===== config.mk =====
export PLATFORM = sky130hd
export DESIGN_NAME = lbdr_input_fifo
export DESIGN_NICKNAME = d
export VERILOG_FILES = /design/src/rtl/lbdr_input_fifo.sv
export SDC_FILE = /design/constraint.sdc
export NUM_CORES = 1
export LEC_CHECK = 0
export BUFFER_PORTS_ARGS = -buffer_cell sky130_fd_sc_hd__buf_4
export CAP_MARGIN = 15
export CORE_MARGIN = 10
export CORE_UTILIZATION = 60
export CTS_CLUSTER_SIZE = 28
export DETAILED_ROUTE_END_ITERATION = 6
export HOLD_SLACK_MARGIN = 0.06
export PLACE_DENSITY = 0.87
export SLEW_MARGIN = 5
export SYNTH_ARGS = -nofsm -noshare
export SYNTH_HDL_FRONTEND = slang
export SYNTH_SLANG_ARGS = --single-unit

===== constraint.sdc =====
create_clock -name clk -period 6 [get_ports clk]
set_input_delay 0.3 -clock clk [delete_from_list [all_inputs] [get_ports clk]]
set_output_delay 0.3 -clock clk [all_outputs]
set_load 0.05 [all_outputs]

===== src/rtl/lbdr_input_fifo.sv =====
// Per-input-port FWFT flit buffer feeding LBDR; returns one credit per popped flit.
// Optional write-side packet-framing checker enabled by FIFO_PKT_CHECK_EN.
module lbdr_input_fifo #(
  parameter int DATA_WIDTH = 32,
  parameter int DEPTH      = 4
) (
  input  logic                  clk,
  input  logic                  rst,
  input  logic                  valid_in,
  input  logic [DATA_WIDTH-1:0] data_in,
  input  logic                  rd_en,
  output logic [DATA_WIDTH-1:0] data_out,
  output logic [2:0]            flit_id,
  output logic [3:0]            dst_addr,
  output logic                  empty,
  output logic                  full,
  output logic                  credit_out,
  output logic                  err
);
  localparam int AW = $clog2(DEPTH);
  localparam int CW = AW + 1;
  localparam logic [2:0] HEADER  = 3'b001;
  localparam logic [2:0] PAYLOAD = 3'b010;
  localparam logic [2:0] TAIL    = 3'b100;

  logic [DATA_WIDTH-1:0] r_mem [DEPTH];
  logic [AW-1:0]         r_wr_ptr, r_rd_ptr;
  logic [CW-1:0]         r_count;
  logic                  r_credit, r_err;
  logic                  w_push, w_pop, w_overflow, w_pkt_err;
  logic [2:0]            w_fid_in;

  assign empty    = (r_count == '0);
  assign full     = (r_count == CW'(DEPTH));
  assign w_pop    = rd_en & ~empty;
  // A pop frees a slot in the same cycle, so a full FIFO still takes the push.
  assign w_push     = valid_in & (~full | w_pop);
  assign w_overflow = valid_in & full & ~w_pop;
  assign w_fid_in   = data_in[DATA_WIDTH-1 -: 3];

  assign data_out   = r_mem[r_rd_ptr];
  assign flit_id    = data_out[DATA_WIDTH-1 -: 3];
  assign dst_addr   = data_out[DATA_WIDTH-4 -: 4];
  assign credit_out = r_credit;
  assign err        = r_err;

  always_ff @(posedge clk) begin
    if (w_push) r_mem[r_wr_ptr] <= data_in;
  end

  always_ff @(posedge clk) begin
    if (!rst) begin
      r_wr_ptr <= '0;
      r_rd_ptr <= '0;
      r_count  <= '0;
      r_credit <= 1'b0;
      r_err    <= 1'b0;
    end else begin
      if (w_push) r_wr_ptr <= r_wr_ptr + 1'b1;
      if (w_pop)  r_rd_ptr <= r_rd_ptr + 1'b1;
      if (w_push & ~w_pop)      r_count <= r_count + 1'b1;
      else if (w_pop & ~w_push) r_count <= r_count - 1'b1;
      r_credit <= w_pop;
      if (w_overflow | w_pkt_err) r_err <= 1'b1;
    end
  end

`ifdef FIFO_PKT_CHECK_EN
  typedef enum logic {IDLE, IN_PKT} pkt_state_t;
  pkt_state_t r_state, w_state_nxt;

  always_ff @(posedge clk) begin
    if (!rst) r_state <= IDLE;
    else      r_state <= w_state_nxt;
  end

  // Framing is tracked on accepted flits only; offending flits are still stored.
  always_comb begin
    w_state_nxt = r_state;
    w_pkt_err   = 1'b0;
    if (w_push) begin
      case (w_fid_in)
        HEADER:  if (r_state == IDLE) w_state_nxt = IN_PKT; else w_pkt_err = 1'b1;
        PAYLOAD: if (r_state == IDLE) w_pkt_err = 1'b1;
        TAIL:    if (r_state == IN_PKT) w_state_nxt = IDLE; else w_pkt_err = 1'b1;
        default: w_pkt_err = 1'b1;
      endcase
    end
  end
`else
  logic [2:0] w_fid_unused;
  assign w_fid_unused = w_fid_in;
  assign w_pkt_err    = 1'b0;
`endif
endmodule


# ---- After elaboration in Yosys (flattened, before gate mapping)
# Memory sizes are Yosys's and may differ from the RTL's. A register that Yosys moved wholly into a read port is not among the register bits.
# Cells that the tools add are included.
# Widths: inputs -> output; s select.
dict set report totals {
  ff_bits 9
  ramBits 128
  input_bits 36
  output_inout_bits 43
  word_cells 30
  memories 1
}
dict set report op_classes {
  n_addsub 4
  eq_ne 1
  mux 6
  bitwise 11
  n_reduce_logical 2
}
# memory words width rd rd_clocked_by_memory_dff write_ports line
set mem_list {}
lappend mem_list {r_mem 4 32 1 1 1 26} ;# logic [DATA_WIDTH-1:0] r_mem [DEPTH];
# operator count
set op_table {}
lappend op_table {{$and 1x1->1} 6}
lappend op_table {{$mux 3} 2}
lappend op_table {{$add 2x1->2 const B} 2}
lappend op_table {{$mux 2} 2}
lappend op_table {{$not 1->1} 4}
lappend op_table {{$add 3x1->3 const B} 1}
lappend op_table {{$eq 3x3->1 const B} 1}
lappend op_table {{$logic_not 3->1} 1}
lappend op_table {{$sub 3x1->3 const B} 1}
lappend op_table {{$mux 1} 2}
lappend op_table {{$reduce_bool 2->1} 1}
lappend op_table {{$or 1x1->1} 1}

# ---- Depth between registers and ports, before layout
dict set report logic_depth {
  ltp_word 9
  ltp_mapped 9
  mapped_depth_nobuf 8
}

# ---- Least setup slack after synthesis
# No wires, ideal clock.
dict set report synth_timing {
  path_type {flip-flop to flip-flop}
  from {register r_count[0]}
  to {register r_count[2]}
  setup_time_ns 0.070
  arrival_ns 1.977
  required_ns 5.930
  setup_slack_ns 3.953
  stages_incl_launch_ff 10
  synth_period_minus_slack_ns 2.047
  path_cell_list {dfxtp_1 -> nor4b_2 -> nor2b_1 -> buf_6 -> ha_1 -> inv_1 -> fa_1 -> xor2_1 -> or3_1 -> a21oi_1}
}
dict set report synth_via {
  elab_chain_len 8
  word_cells_on_any_way 16
}
# element line
set synth_lines {}
lappend synth_lines {{from (decl)} 28} ;# logic [CW-1:0] r_count;
lappend synth_lines {{from (signal assigned)} 61} ;# if (w_push & ~w_pop) r_count <= r_count + 1'b1;
lappend synth_lines {{from (signal assigned)} 62} ;# else if (w_pop & ~w_push) r_count <= r_count - 1'b1;
lappend synth_lines {{$logic_not 3->1} 33} ;# assign empty = (r_count == '0);
lappend synth_lines {{$not 1->1} 35} ;# assign w_pop = rd_en & ~empty;
lappend synth_lines {{$and 1x1->1} 35}
lappend synth_lines {{$or 1x1->1 *} 37} ;# assign w_push = valid_in & (~full | w_pop);
lappend synth_lines {{$and 1x1->1 *} 37}
lappend synth_lines {{named net w_push} 30} ;# logic w_push, w_pop, w_overflow, w_pkt_err;
lappend synth_lines {{$not 1->1} 62}
lappend synth_lines {{$and 1x1->1} 62}
lappend synth_lines {{$reduce_bool 2->1 (no line)} n/a}
# The timed path passes the listed nets; every way through them passes the cells marked *. The select of a mux whose other input is x is not followed.
# A chain may end at the register's enable or synchronous reset.

==> flow_summary.ini <==
[outcome]
status = complete, no violations

[yosys]
synth_area_um2 = 5219
ys.warnings.count = 0
synth_cell_types = 23
syn_avg_cell_area_um2 = 22.89
ys_ff_latch = 139
syn_nets = 270
synth-seq-area-share_pct = 77.87
syn_inst = 228

[cts]
cts_tree = built
cts_root_buffer = clkbuf_8
numCtsBuffers = 17
clk_pin_slew_ns = 0.06
htree_levels = 4
cts_sinks = 139
worstSkewPairLatency_ns = 0.51
clk_path_buf_depth = 2

[sta]
report.final.slew_viol_count = 0
grt_setup_unrepaired = false
min_period_ns = 2.618
finalCritPeriodShare_pct = 43.63
setup_viol = 0
finalSetupTns_ns = 0
slew_headroom_pct = 41.98
max_freq_mhz = 382.0
hold_viol = 0
fin_worst_skew_ns = 0.004630
whs_ns = 0.1052
tightest_slew_ns = 0.8703

[job]
drv_cap = 0

[finish]
n_fill_cell = 403
drive_gt1_share_pct = 41.62
layout_commonest_cell = edfxtp_1
multi_input_comb_area_um2 = 1016
register_area_um2 = 4066
nets = 387
final_cell_mix = edfxtp_1, buf_4, dlygate4sd3_1
syn_to_final_growth_pct = 29.85

[pwr]
cellPowerDensity_nw_per_um2 = 492.4
finalPower_w = 0.003337
leakagePower_nw = 2.390
peakVddDrop_mv = 0.3304

[setup_path]
r2r.worst_path.cells = 8
worstPathCellList = buf_4 > mux4_2 > buf_4
r2r_slack_ns = 3.53
setup.worst_path.class = flip-flop to primary output
r2r-end = r_count[2]$_SDFFE_PN0P_
cp_max_fo = 27
start_kind = flip-flop
endpoint_kind = primary output
cpMaxStageDelayCell = mux4_2
max_stage_delay_ns = 0.62
cp.arrival_ns = 2.32
r2r_start = r_count[0]$_SDFFE_PN0P_
crit_top_cell = buf_4
critPathRequiredTime_ns = 5.70

[drt]
wire_per_inst_um = 22.39
vias = 2641
wirelength_um = 10390
first_pass_iters = 4
first_iter_violations = 173
drt-vias-per-instance = 5.692
drtAntennaViolNets = 0
remaining_drc_errors = 0

[global_routing]
track_usage_pct = 16.78
grt_pass1_wl_um = 16070
antenna_found_initial = 1
grt-ovfl-total = 0
grt_max_degree = 33
grt_pass1_vias = 2900

[place]
port_buffers = 78
dp_hpwl_um = 5715
gp_congestion = 0.7575

[hold_path]
min_path_cells = 3
worstHoldStart = rd_en
hp-class = input port to flip-flop
worstHoldEndpoint = credit_out$_SDFF_PN0_

[die]
core_area_um2 = 8341
initial_core_util_pct = 62.57
dieArea_um2 = 12830
die_x_um = 113.3
die_y_um = 113.3
rows = 33
pin_count = 79
-- synthesized netlist by cell type --
| cell type | count | share of area, % |
|---|---|---|
| mux2i_1 | 3 | 0.58 |
| buf_6 | 5 | 1.1 |
| nor4b_2 | 1 | 0.29 |
| xor2_1 | 4 | 0.67 |
| o311ai_0 | 1 | 0.17 |
| nand2_1 | 4 | 0.29 |
| edfxtp_1 | 128 | 74 |
| and2_2 | 4 | 0.58 |
| o31ai_2 | 1 | 0.24 |
| a21oi_1 | 2 | 0.19 |
| nor3_1 | 1 | 0.096 |
| inv_1 | 4 | 0.29 |
| nor2b_1 | 1 | 0.12 |
| nor3b_1 | 1 | 0.14 |
| buf_4 | 7 | 1.0 |
| ha_1 | 5 | 1.2 |
| fa_1 | 1 | 0.38 |
| or3_1 | 1 | 0.12 |
| dfxtp_1 | 11 | 4.2 |
| nor2_1 | 7 | 0.50 |
| o21ai_0 | 1 | 0.096 |
| buf_2 | 3 | 0.29 |
| mux4_2 | 32 | 14 |
-- repair_timing --
| item | 4_1_cts | 5_1_grt |
|---|---|---|
| setup buffers | 0 | 0 |
| gates resized for setup | 0 | 0 |
| hold endpoints to repair | 131 | 0 |
| hold buffers | 34 | 0 |
-- flip-flops by register name, indices dropped and copies added (netlist names), named ones only --
signal	count
r_mem	128
r_wr_ptr	2
r_rd_ptr	2
credit_out	1
err	1
r_count	3
-- report_power, final --
group          switching (W)  leakage (nW)  total (W)  internal, W
clock network       0.000391         0.286    0.00107     0.000674
registers          0.0000689          1.27    0.00123      0.00116
logic               0.000673         0.838    0.00104     0.000372
-- kinds of logic after synthesis --
group	count (synthesis)	synth area share (%)
AOI/OAI and AO/OA	5	0.6952
adders and majority gates	6	1.582
xor gates and xnor gates	4	0.6712
and+or+nand+nor	20	2.134
DFF	139	77.87
muxes	35	14.39
buffers and inverters	19	2.661
-- worst max-delay path, delay by kind of cell, from the launching register on --
kind	cells	cell delay, ns
multiplexers	1	0.62
buffers and inverters	2	0.72
flip-flops	1	0.45
-- metrics by stage --
step | std cells | worst slack, ns | util (%) | area (µm²)
floorplan | 228 | 3.953 | - | 5219
global placement | 397 | 3.712 | 69.80 | 5822
detailed placement | 397 | 3.537 | 69.80 | 5822
CTS | 463 | 3.305 | 81.22 | 6774
global route | 464 | 3.209 | 81.25 | 6777
finish | 464 | 3.382 | 81.25 | 6777
-- area by class of cell --
class,instances,share of cell area (%)
clock inverter,15,2.917
tap,105,1.939
clock buffer,17,6.112
timing repair buffer,113,13.77
antenna,1,0.03693
sequential,139,60.01
inverter,4,0.2216
multi-input combinational,70,14.99
-- per-layer routing --
metal | vias to the layer above | track usage, % | part of all wire [%]
li1 | 1159 | - | -
met1 | 1349 | 19.68 | 38
met2 | 117 | 27.23 | 53
met3 | 16 | 6.075 | 7.4
met4 | 0 | 7.530 | 1.8
met5 | - | 0 | 0
-- worst max-delay path by stage --
stage | start | to | slack, ns
final | flip-flop | dst_addr[0] | 3.38
after global routing | flip-flop | dst_addr[0] | 3.21
after CTS | flip-flop | data_out[8] | 3.30
after detailed placement | r_count[0]$_SDFFE_PN0P_ | r_count[2]$_SDFFE_PN0P_ | 3.54
after global placement | r_count[0]$_SDFFE_PN0P_ | r_count[2]$_SDFFE_PN0P_ | 3.71
after floorplan | r_count[0]$_SDFFE_PN0P_ | r_count[2]$_SDFFE_PN0P_ | 3.95
Power figures use the tool's default switching activity.
